`src/rtl/wshb_rr_arbiter_if.sv`:
```
// Bus bundle between NM Wishbone classic masters, the arbiter and the single SDRAM slave.
// slave = arbiter view (takes master requests, drives slave port); master = system view.
interface wshb_rr_arbiter_if #(
   parameter int NM = 2,
   parameter int AW = 32
);
   logic [NM-1:0]    m_cyc, m_stb, m_we;
   logic [NM*AW-1:0] m_adr;
   logic [NM*4-1:0]  m_sel;
   logic [NM*32-1:0] m_dat_ms;
   logic [NM-1:0]    m_ack, m_err;
   logic [31:0]      m_dat_sm;
   logic             s_cyc, s_stb, s_we;
   logic [AW-1:0]    s_adr;
   logic [3:0]       s_sel;
   logic [31:0]      s_dat_ms;
   logic             s_ack, s_err;
   logic [31:0]      s_dat_sm;

   modport slave (
      input  m_cyc, m_stb, m_we, m_adr, m_sel, m_dat_ms,
      output m_ack, m_err, m_dat_sm,
      output s_cyc, s_stb, s_we, s_adr, s_sel, s_dat_ms,
      input  s_ack, s_err, s_dat_sm
   );

   modport master (
      output m_cyc, m_stb, m_we, m_adr, m_sel, m_dat_ms,
      input  m_ack, m_err, m_dat_sm,
      input  s_cyc, s_stb, s_we, s_adr, s_sel, s_dat_ms,
      output s_ack, s_err, s_dat_sm
   );
endinterface

```
`src/rtl/wshb_rr_arbiter.sv`:
```
// Round-robin Wishbone classic arbiter: NM masters share one SDRAM slave, bursts capped at MAX_BURST.
// Define WSHB_ARB_STATS_EN to build the per-master acked-beat counters on stat_beats.
module wshb_rr_arbiter #(
   parameter int NM        = 2,
   parameter int AW        = 32,
   parameter int MAX_BURST = 64
) (
   input  logic                    sys_clk,
   input  logic                    sys_rst,
   wshb_rr_arbiter_if.slave        bus,
   output logic [NM-1:0]           gnt,
   output logic [NM*16-1:0]        stat_beats
);
   localparam int CW = $clog2(MAX_BURST + 1);
   localparam int PW = (NM > 1) ? $clog2(NM) : 1;
   localparam logic [CW-1:0] CMAX = CW'(MAX_BURST);

   typedef enum logic {IDLE, GRANT} state_t;

   state_t        state;
   logic [PW-1:0] ptr, owner, idx;
   logic [CW-1:0] cnt, cnt_nxt;
   logic [NM-1:0] pick, others;
   logic          found, beat, rel;

   // First requester at or after ptr, wrapping modulo NM.
   always_comb begin
      pick  = '0;
      found = 1'b0;
      idx   = '0;
      for (int k = 0; k < NM; k++) begin
         idx = PW'((int'(ptr) + k) % NM);
         if (!found && bus.m_cyc[idx]) begin
            pick[idx] = 1'b1;
            found     = 1'b1;
         end
      end
   end

   always_comb begin
      owner = '0;
      for (int i = 0; i < NM; i++)
         if (gnt[i]) owner = PW'(i);
   end

   assign beat    = (state == GRANT) && (bus.s_ack || bus.s_err);
   assign cnt_nxt = (beat && cnt != CMAX) ? cnt + 1'b1 : cnt;
   assign others  = bus.m_cyc & ~gnt;
   // Release only on a completed beat or on cyc drop, so no beat is ever left in flight.
   assign rel     = (state == GRANT) &&
                    (!(|(gnt & bus.m_cyc)) || (beat && cnt_nxt == CMAX && |others));

   always_ff @(posedge sys_clk or posedge sys_rst) begin
      if (sys_rst) begin
         state <= IDLE;
         gnt   <= '0;
         ptr   <= '0;
         cnt   <= '0;
      end else begin
         case (state)
            IDLE: begin
               if (|bus.m_cyc) begin
                  gnt   <= pick;
                  state <= GRANT;
               end
            end
            GRANT: begin
               if (rel) begin
                  state <= IDLE;
                  gnt   <= '0;
                  cnt   <= '0;
                  ptr   <= (owner == PW'(NM - 1)) ? '0 : owner + 1'b1;
               end else begin
                  cnt <= cnt_nxt;
               end
            end
            default: state <= IDLE;
         endcase
      end
   end

   // gnt is one-hot or zero, so the owner mux collapses to all-zero when idle.
   always_comb begin
      bus.s_stb    = 1'b0;
      bus.s_we     = 1'b0;
      bus.s_adr    = '0;
      bus.s_sel    = '0;
      bus.s_dat_ms = '0;
      for (int i = 0; i < NM; i++) begin
         if (gnt[i]) begin
            bus.s_stb    = (state == GRANT) && bus.m_stb[i];
            bus.s_we     = bus.m_we[i];
            bus.s_adr    = bus.m_adr[i*AW +: AW];
            bus.s_sel    = bus.m_sel[i*4 +: 4];
            bus.s_dat_ms = bus.m_dat_ms[i*32 +: 32];
         end
      end
   end

   assign bus.s_cyc    = (state == GRANT) && |(gnt & bus.m_cyc);
   assign bus.m_ack    = {NM{bus.s_ack}} & gnt;
   assign bus.m_err    = {NM{bus.s_err}} & gnt;
   assign bus.m_dat_sm = bus.s_dat_sm;

`ifdef WSHB_ARB_STATS_EN
   logic [NM-1:0][15:0] stat_q;

   always_ff @(posedge sys_clk or posedge sys_rst) begin
      if (sys_rst) begin
         stat_q <= '0;
      end else begin
         for (int i = 0; i < NM; i++)
            if (state == GRANT && bus.s_ack && gnt[i] && stat_q[i] != 16'hFFFF)
               stat_q[i] <= stat_q[i] + 16'd1;
      end
   end

   assign stat_beats = stat_q;
`else
   assign stat_beats = '0;
`endif
endmodule

```
`src/flat_wrapper.sv`:
```
// flat-port wrapper written by rule: the top's interface ports become plain ports
module wshb_rr_arbiter_flat 
#(
   parameter int NM        = 2,
   parameter int AW        = 32,
   parameter int MAX_BURST = 64
)
  (sys_clk, sys_rst, gnt, stat_beats, bus_m_cyc, bus_m_stb, bus_m_we, bus_m_adr, bus_m_sel, bus_m_dat_ms, bus_m_ack, bus_m_err, bus_m_dat_sm, bus_s_cyc, bus_s_stb, bus_s_we, bus_s_adr, bus_s_sel, bus_s_dat_ms, bus_s_ack, bus_s_err, bus_s_dat_sm);
  wshb_rr_arbiter_if #(.NM(NM), .AW(AW)) bus_i ();
  input  logic sys_clk;
  input  logic sys_rst;
  output logic [NM-1:0] gnt;
  output logic [NM*16-1:0] stat_beats;
  input wire logic [$bits(bus_i.m_cyc)-1:0] bus_m_cyc;
  input wire logic [$bits(bus_i.m_stb)-1:0] bus_m_stb;
  input wire logic [$bits(bus_i.m_we)-1:0] bus_m_we;
  input wire logic [$bits(bus_i.m_adr)-1:0] bus_m_adr;
  input wire logic [$bits(bus_i.m_sel)-1:0] bus_m_sel;
  input wire logic [$bits(bus_i.m_dat_ms)-1:0] bus_m_dat_ms;
  output wire logic [$bits(bus_i.m_ack)-1:0] bus_m_ack;
  output wire logic [$bits(bus_i.m_err)-1:0] bus_m_err;
  output wire logic [$bits(bus_i.m_dat_sm)-1:0] bus_m_dat_sm;
  output wire logic [$bits(bus_i.s_cyc)-1:0] bus_s_cyc;
  output wire logic [$bits(bus_i.s_stb)-1:0] bus_s_stb;
  output wire logic [$bits(bus_i.s_we)-1:0] bus_s_we;
  output wire logic [$bits(bus_i.s_adr)-1:0] bus_s_adr;
  output wire logic [$bits(bus_i.s_sel)-1:0] bus_s_sel;
  output wire logic [$bits(bus_i.s_dat_ms)-1:0] bus_s_dat_ms;
  input wire logic [$bits(bus_i.s_ack)-1:0] bus_s_ack;
  input wire logic [$bits(bus_i.s_err)-1:0] bus_s_err;
  input wire logic [$bits(bus_i.s_dat_sm)-1:0] bus_s_dat_sm;
  assign bus_i.m_cyc = bus_m_cyc;
  assign bus_i.m_stb = bus_m_stb;
  assign bus_i.m_we = bus_m_we;
  assign bus_i.m_adr = bus_m_adr;
  assign bus_i.m_sel = bus_m_sel;
  assign bus_i.m_dat_ms = bus_m_dat_ms;
  assign bus_m_ack = bus_i.m_ack;
  assign bus_m_err = bus_i.m_err;
  assign bus_m_dat_sm = bus_i.m_dat_sm;
  assign bus_s_cyc = bus_i.s_cyc;
  assign bus_s_stb = bus_i.s_stb;
  assign bus_s_we = bus_i.s_we;
  assign bus_s_adr = bus_i.s_adr;
  assign bus_s_sel = bus_i.s_sel;
  assign bus_s_dat_ms = bus_i.s_dat_ms;
  assign bus_i.s_ack = bus_s_ack;
  assign bus_i.s_err = bus_s_err;
  assign bus_i.s_dat_sm = bus_s_dat_sm;
  wshb_rr_arbiter #(.NM(NM), .AW(AW), .MAX_BURST(MAX_BURST)) u_core (.sys_clk(sys_clk), .sys_rst(sys_rst), .bus(bus_i), .gnt(gnt), .stat_beats(stat_beats));
endmodule
```
`config.mk`:
```
export PLATFORM = sky130hd
export DESIGN_NAME = wshb_rr_arbiter_flat
export DESIGN_NICKNAME = d
export VERILOG_FILES = /design/src/rtl/wshb_rr_arbiter_if.sv /design/src/rtl/wshb_rr_arbiter.sv /design/src/flat_wrapper.sv
export SDC_FILE = /design/constraint.sdc
export NUM_CORES = 1
export LEC_CHECK = 0
export CAP_MARGIN = 20
export CORE_AREA = 5 5 120 122
export DETAILED_ROUTE_END_ITERATION = 16
export DIE_AREA = 0 0 125 127
export PLACE_DENSITY = 0.59
export SYNTH_ARGS = -nofsm -noshare
export SYNTH_HDL_FRONTEND = slang
export SYNTH_SLANG_ARGS = --single-unit
```
`constraint.sdc`:
```
create_clock -name sys_clk -period 5.21 [get_ports sys_clk]
set_clock_uncertainty 0.2 [all_clocks]
set_input_delay 0.7815 -clock sys_clk [delete_from_list [all_inputs] [get_ports sys_clk]]
set_output_delay 0.7815 -clock sys_clk [all_outputs]
set_load 0.05 [all_outputs]
```
==> results of run 1 <==
==> routing by layer <==
layer / track usage / part of all wire / up-vias
li1: - / - / 1183
met1: 0.1300 / 0.35 / 1131
met2: 0.2170 / 0.52 / 147
met3: 0.05801 / 0.12 / 13
met4: 0.01658 / 0.0066 / 2
met5: 0 / 0.00067 / -
==> layout by cell type, fill, tap and decap left out, drive strengths merged, types with 2 or more instances in the layout <==
| master | instances |
|---|---|
| o31ai | 3 |
| ha | 2 |
| o21ai | 9 |
| a22o | 70 |
| conb | 32 |
| nand2 | 8 |
| buf | 2 |
| a31oi | 2 |
| o211a | 2 |
| nor3 | 5 |
| clkdlybuf4s50 | 222 |
| nor2b | 2 |
| a311oi | 3 |
| nor2 | 9 |
| a21oi | 3 |
| and2 | 4 |
| clkbuf | 4 |
| nand2b | 4 |
| xnor2 | 2 |
| inv | 8 |
| dfrtp | 11 |
| o22ai | 3 |
| nand3 | 3 |
==> synthesized netlist by cell type (2+ instances only) <==
master,count
a22o_1,70
buf_4,66
clkbuf_1,14
dfrtp_1,11
nor2_1,9
inv_1,8
nand2_1,8
nor3_1,5
o21ai_0,5
and2_1,4
nand2b_1,4
a21oi_1,3
buf_2,3
o21ai_1,3
o22ai_1,3
a311oi_1,2
a31oi_1,2
ha_1,2
nand3_1,2
nor2b_1,2
xnor2_1,2
==> kinds of logic (layout without fill, tap and decap cells) <==
group | count (synthesis) | in the layout | share of synthesized area
other cells | 1 | 32 | 0.001865
buf+inv | 92 | 236 | 0.2968
mux | 1 | 1 | 0.004978
flops | 11 | 11 | 0.1369
compound gates | 100 | 100 | 0.4288
xor+xnor | 3 | 3 | 0.01307
simple gates | 39 | 39 | 0.1052
fa+ha+maj | 2 | 2 | 0.01244
==> flip-flops by register name, summed over array words and instances (netlist names) <==
register      count
u_core.state      1
u_core.gnt        2
u_core.cnt        7
u_core.ptr        1
==> power groups by stage <==
stage | clock [mW] | combinational, mW | sequential [mW]
2_1_floorplan | 0 | 1.49 | 0.138
6_report | 0.141 | 2.12 | 0.145
4_1_cts | 0.145 | 2.15 | 0.146
5_1_grt | 0.151 | 2.21 | 0.152
3_3_place_gp | 0 | 2.13 | 0.146
3_5_place_dp | 0 | 2.14 | 0.147
==> worst paths after layout <==
check | endpoint | cells past startpoint
setup reg to reg | u_core.cnt[2] | 6
min in group asynchronous | u_core.cnt[6] | 2
max in group asynchronous | u_core.gnt[1] | 2
setup / recovery | bus_s_cyc | 5
hold / removal | u_core.cnt[6] | 1
hold reg to reg | u_core.cnt[6] | 1
==> cell type report <==
cell class	count	share of cell area
Timing Repair Buffer	224	0.5450
Multi-Input combinational cell	177	0.3075
Sequential cell	11	0.06736
Tap cell	176	0.05364
Clock buffer	4	0.01920
Inverter	8	0.007315
==> run_results.csv, run 1 <==
group,metric,value,unit
clock_network,cts_root_buf,"clkbuf_16",
setup_path,cp.required,4.23,ns
route,wl_per_cell,17.34,µm
setup_path,crit_arrival,2.84,ns
hold_path,hold_start,"u_core.cnt[6]",
pwr,p_seq_frac,0.060,
finish,antenna_cells,0,
grt,track_usage,0.1197,
synthesis,netlist.top_cell.by_area,"a22o_1",
route,dr.pass1.iters,4,
synthesis,ys_top_cells_by_area,"a22o_1, buf_4, dfrtp_1, clkbuf_1, nor2_1",
synthesis,seq_area_frac_synth,0.1369,
synthesis,synth_cell_types,42,
finish,fin_cells,600,
synthesis,synth_top_area_frac,0.3049,
setup_path,worst_path_max_delay_cell,"clkdlybuf4s50_1",
clock_network,clk_pin_slew,0.04,ns
timing,fin_crit_sh,0.7340,
finish,final_core_util,0.3137,
floorplanning,dieArea,15880,µm²
finish,seq_area,276.5,µm²
timing,slew_headroom,0.4651,
floorplanning,die_y,127,µm
setup_path,r2r_slack,2.90,ns
placement,io_buffer_count,222,
pwr,netSwitchingFraction,0.6147,
setup_path,cp_top_family,"buffers and inverters",
route,drc_errors,0,
setup_path,crit_top_cell,"clkdlybuf4s50_1",
setup_path,critPathKind,"in -> out",
finish,area.growth.synth_to_final,104.2,%
floorplanning,coreArea,13090,µm²
timing,worstMarginPinSlew,0.8023,ns
setup_path,path_max_fanout,7,
placement,place_inst,596,
clock_network,clkSinkCount,11,
finish,fin_nets,605,
placement,placed_cell_area,4026,µm²
placement,dp_hpwl,8956,µm
route,ant_nets,0,
synthesis,synth-edff-count,0,
clock_network,cts_setup_buffers,0,
placement,gp_congestion,0.8057,
setup_path,path_buf_inv,3,
finish,fill_cells,1389,
route,wl,10400,µm
timing,setup_ws,1.386,ns
route,vias_per_cell,4.127,
timing,drv_slew,0,
floorplanning,io_pins,319,
pwr,pwr-share-clk,0.059,
timing,finalHoldViolCount,0,
pwr,p_switching,1.477,mW
setup_path,endpoint_kind,"primary output",
timing,final-setup-viol-count,0,
pwr,combPwrFrac,0.881,
pwr,ir_drop,293.2,µV
synthesis,avgSynthCellArea,8.075,µm²
floorplanning,die_x,125,µm
setup_path,crit_chain,"clkdlybuf4s50_1 > a22o_1 > nand2_1 > inv_1 > clkdlybuf4s50_1",
setup_path,startpoint_type,"input pin",
clock_network,cts_tree,"done",
finish,multiInputGateArea,1262,µm²
grt,grt_max_degree,79,
run_status,status,"completed",
grt,grt-ovfl-total,0,
grt,antenna_found_initial,1,
timing,rsz0062_at_grt,"false",
floorplanning,start_util,0.1537,
job,maxCapViolations,0,
timing,fin_setup_tns,0,ns
clock_network,cts_buffers,3,
clock_network,cts.path.max_buffers,2,
synthesis,synthCells,249,
finish,drive_gt1_frac,0.03538,
clock_network,insertion_delay,0.24,ns
pwr,power-per-cell-area,585.3,nW/µm²
synthesis,ys.flop_type,"dfrtp_1",
finish,final_cell_area,4105,µm²
route,vias,2476,
clock_network,ctsResizeCount,0,
setup_path,cpPeakStageDelay,0.86,ns
route,drt_iter0_drc,114,
synthesis,async_reset_ff_frac,1.000,
synthesis,ys_ff_latch,11,
grt,grt_pass1_vias,2601,
timing,max_freq,261.5,MHz
synthesis,synth-warning-count,0,
clock_network,postCtsHoldBufs,0,
setup_path,r2r_start,"u_core.gnt[1]",
timing,min_period,3.824,ns
pwr,p_int,925.7,µW
grt,grt_pass1_wl,15270,µm
pwr,leakage,1.588,nW
floorplanning,fp-row-count,42,
hold_path,hold_class,"reg -> reg",
clock_network,cts_max_level,1,
setup_path,critPathLaunch,"bus_m_cyc[0]",
timing,whs,0.3773,ns
placement,place_ws,1.399,ns
synthesis,synthesis.area,2011,µm²
pwr,power,2.403,mW
(Power assumes the default switching activity.)
==> run 2: changes to the inputs <==
--- a/config.mk
+++ b/config.mk
@@ -6,10 +6,10 @@
 export NUM_CORES = 1
 export LEC_CHECK = 0
 export CAP_MARGIN = 20
-export CORE_AREA = 5 5 120 122
+export CORE_AREA = 5 5 121 123
 export DETAILED_ROUTE_END_ITERATION = 16
-export DIE_AREA = 0 0 125 127
-export PLACE_DENSITY = 0.59
+export DIE_AREA = 0 0 126 128
+export PLACE_DENSITY = 0.58
 export SYNTH_ARGS = -nofsm -noshare
 export SYNTH_HDL_FRONTEND = slang
 export SYNTH_SLANG_ARGS = --single-unit
==> constraint.sdc (replaced) <==
create_clock -name sys_clk -period 3.7 [get_ports sys_clk]
set_clock_uncertainty 0.2 [all_clocks]
set_input_delay 0.555 -clock sys_clk [delete_from_list [all_inputs] [get_ports sys_clk]]
set_output_delay 0.555 -clock sys_clk [all_outputs]
set_load 0.05 [all_outputs]
==> run_results.csv, run 2 (synthesis results as in run 1) <==
group,metric,value,unit
grt,use_met1,0.1303,
finish,largest_register_ffs,7,
grt,antenna_found_initial,0,
setup_path,startpoint_type,"input pin",
floorplanning,start_util,0.1483,
floorplanning,die_x,126,µm
hold_path,hold_depth,1,
clock_network,cts_buffers,3,
setup_path,crit_top_cell,"clkdlybuf4s50_1",
clock_network,ctsResizeCount,0,
job,maxCapViolations,0,
hold_path,hold_start,"u_core.cnt[6]",
pwr,ir_drop,345.5,µV
route,wl,10360,µm
finish,fin_nets,606,
timing,worstMarginPinSlew,0.5786,ns
floorplanning,io_pins,319,
grt,busiest_layer,"met2",
timing,max_freq,298.7,MHz
grt,track_usage,0.1137,
finish,antenna_cells,0,
setup_path,worstRegToRegCells,6,
route,drc_errors,0,
finish,fin_cells,605,
placement,placed_cell_area,3891,µm²
finish,regMostFlops,"u_core.cnt",
grt,use_met3,0.04083,
clock_network,postCtsHoldBufs,0,
route,drt_iter0_drc,126,
route,ant_nets,0,
finish,final_common_cell,"clkdlybuf4s50_1",
grt,grt_util_met2,0.2038,
placement,dp_hpwl,9112,µm
setup_path,r2r_start,"u_core.cnt[0]",
finish,fill_cells,1489,
hold_path,hold_class,"reg -> reg",
finish,final_cell_mix,"clkdlybuf4s50_1, a22o_1, buf_4",
setup_path,path_buf_inv,3,
timing,finalHoldViolCount,0,
timing,slew_headroom,0.6143,
setup_path,r2r_slack,1.55,ns
setup_path,crit_chain,"clkdlybuf4s50_1 > a22o_1 > nand2_1 > inv_1 > clkdlybuf4s50_1",
clock_network,cts_tree,"done",
route,dr.pass1.iters,4,
timing,min_period,3.347,ns
timing,fin_crit_sh,0.9047,
placement,gp_congestion,0.8111,
setup_path,path_max_fanout,7,
run_status,status,"completed",
route,vias,2471,
finish,multiInputGateArea,1262,µm²
setup_path,crit_arrival,2.59,ns
grt,grt-ovfl-total,0,
clock_network,cts_max_level,1,
setup_path,cp_top_family,"buffers and inverters",
pwr,power,3.293,mW
clock_network,cts_setup_buffers,0,
setup_path,endpoint_kind,"primary output",
grt,grt_max_degree,58,
finish,seq_area,276.5,µm²
floorplanning,die_y,128,µm
finish,largestRegisters,"u_core.cnt: 7 flops, u_core.gnt: 2 flops",
floorplanning,coreArea,13560,µm²
placement,place_inst,601,
floorplanning,fp-row-count,43,
setup_path,critPathKind,"in -> out",
route,wl_per_cell,17.12,µm
finish,final_cell_area,3970,µm²
placement,place_ws,0.3660,ns
clock_network,insertion_delay,0.24,ns
timing,final-setup-viol-count,0,
setup_path,cpPeakStageDelay,0.85,ns
timing,setup_ws,0.3526,ns
route,vias_per_cell,4.084,
pwr,leakage,1.683,nW
floorplanning,dieArea,16130,µm²
grt,grt_pass1_wl,14820,µm
timing,drv_slew,0,
clock_network,cts.path.max_buffers,2,
grt,grt_pass1_vias,2596,
timing,fin_setup_tns,0,ns
clock_network,cts_root_buf,"clkbuf_16",
clock_network,clk_pin_slew,0.04,ns
finish,drive_gt1_frac,0.1765,
setup_path,cp.required,2.94,ns
finish,area.growth.synth_to_final,97.45,%
placement,io_buffer_count,222,
clock_network,clkSinkCount,11,
timing,rsz0062_at_grt,"false",
setup_path,rr_endpoint,"u_core.state",
setup_path,worst_path_max_delay_cell,"clkdlybuf4s50_1",
hold_path,hold_path_end,"u_core.cnt[6]",
pwr,power-per-cell-area,829.4,nW/µm²
## run 2: cell count changes in the layout (fill, tap and decap cells not counted), sizes merged
cell,previous run,this run
buf,2,62
clkdlybuf4s50,222,163
## run 2: power breakdown
group	switching, mW	internal [mW]
Clock	0.0538	0.145
Combinational	1.97	0.917
Sequential	0.0552	0.150
## run 2: cell type report
type                    count  area share
repair buffers            225      0.5282
multi-input cells         177      0.3180
flip-flops and latches     11     0.06965
well taps                 180     0.05673
clock buffers               4     0.01986
inverters                   8    0.007564
## run 2: through the flow
stage                     hold WS, ns    util
after floorplan                0.2074       -
after CTS                      0.3815  0.2928
after global routing           0.4143  0.2928
final                          0.3721  0.2928
after detailed placement       0.3704  0.2870
after global placement         0.3666  0.2870
## run 2: worst max-delay path by stage
stage / start / to / slack [ns] / cells after the start
after floorplan: u_core.gnt[0] / bus_s_stb / 0.94 / 5
after global placement: bus_m_cyc[0] / bus_s_cyc / 0.39 / 5
after detailed placement: bus_m_cyc[0] / bus_s_cyc / 0.37 / 5
after CTS: bus_m_cyc[0] / bus_s_cyc / 0.36 / 5
after global routing: bus_m_cyc[0] / bus_s_cyc / 0.25 / 5
final: bus_m_cyc[0] / bus_s_cyc / 0.35 / 5
## run 2: routing by layer
layer | up-vias | wire, µm | share of wire
met3 | 15 | 954 | 0.092
met2 | 148 | 5301 | 0.51
li1 | 1186 | - | -
met5 | - | 0 | 0
met1 | 1122 | 3985 | 0.38
met4 | 0 | 118 | 0.011
## run 2: worst reg2reg max path, delay by kind of cell, from the launching register on
| family | cells | cell delay [ns] |
|---|---|---|
| fa+ha+maj | 1 | 0.23 |
| compound gates | 4 | 0.99 |
| simple gates | 1 | 0.16 |
| flops | 1 | 0.43 |
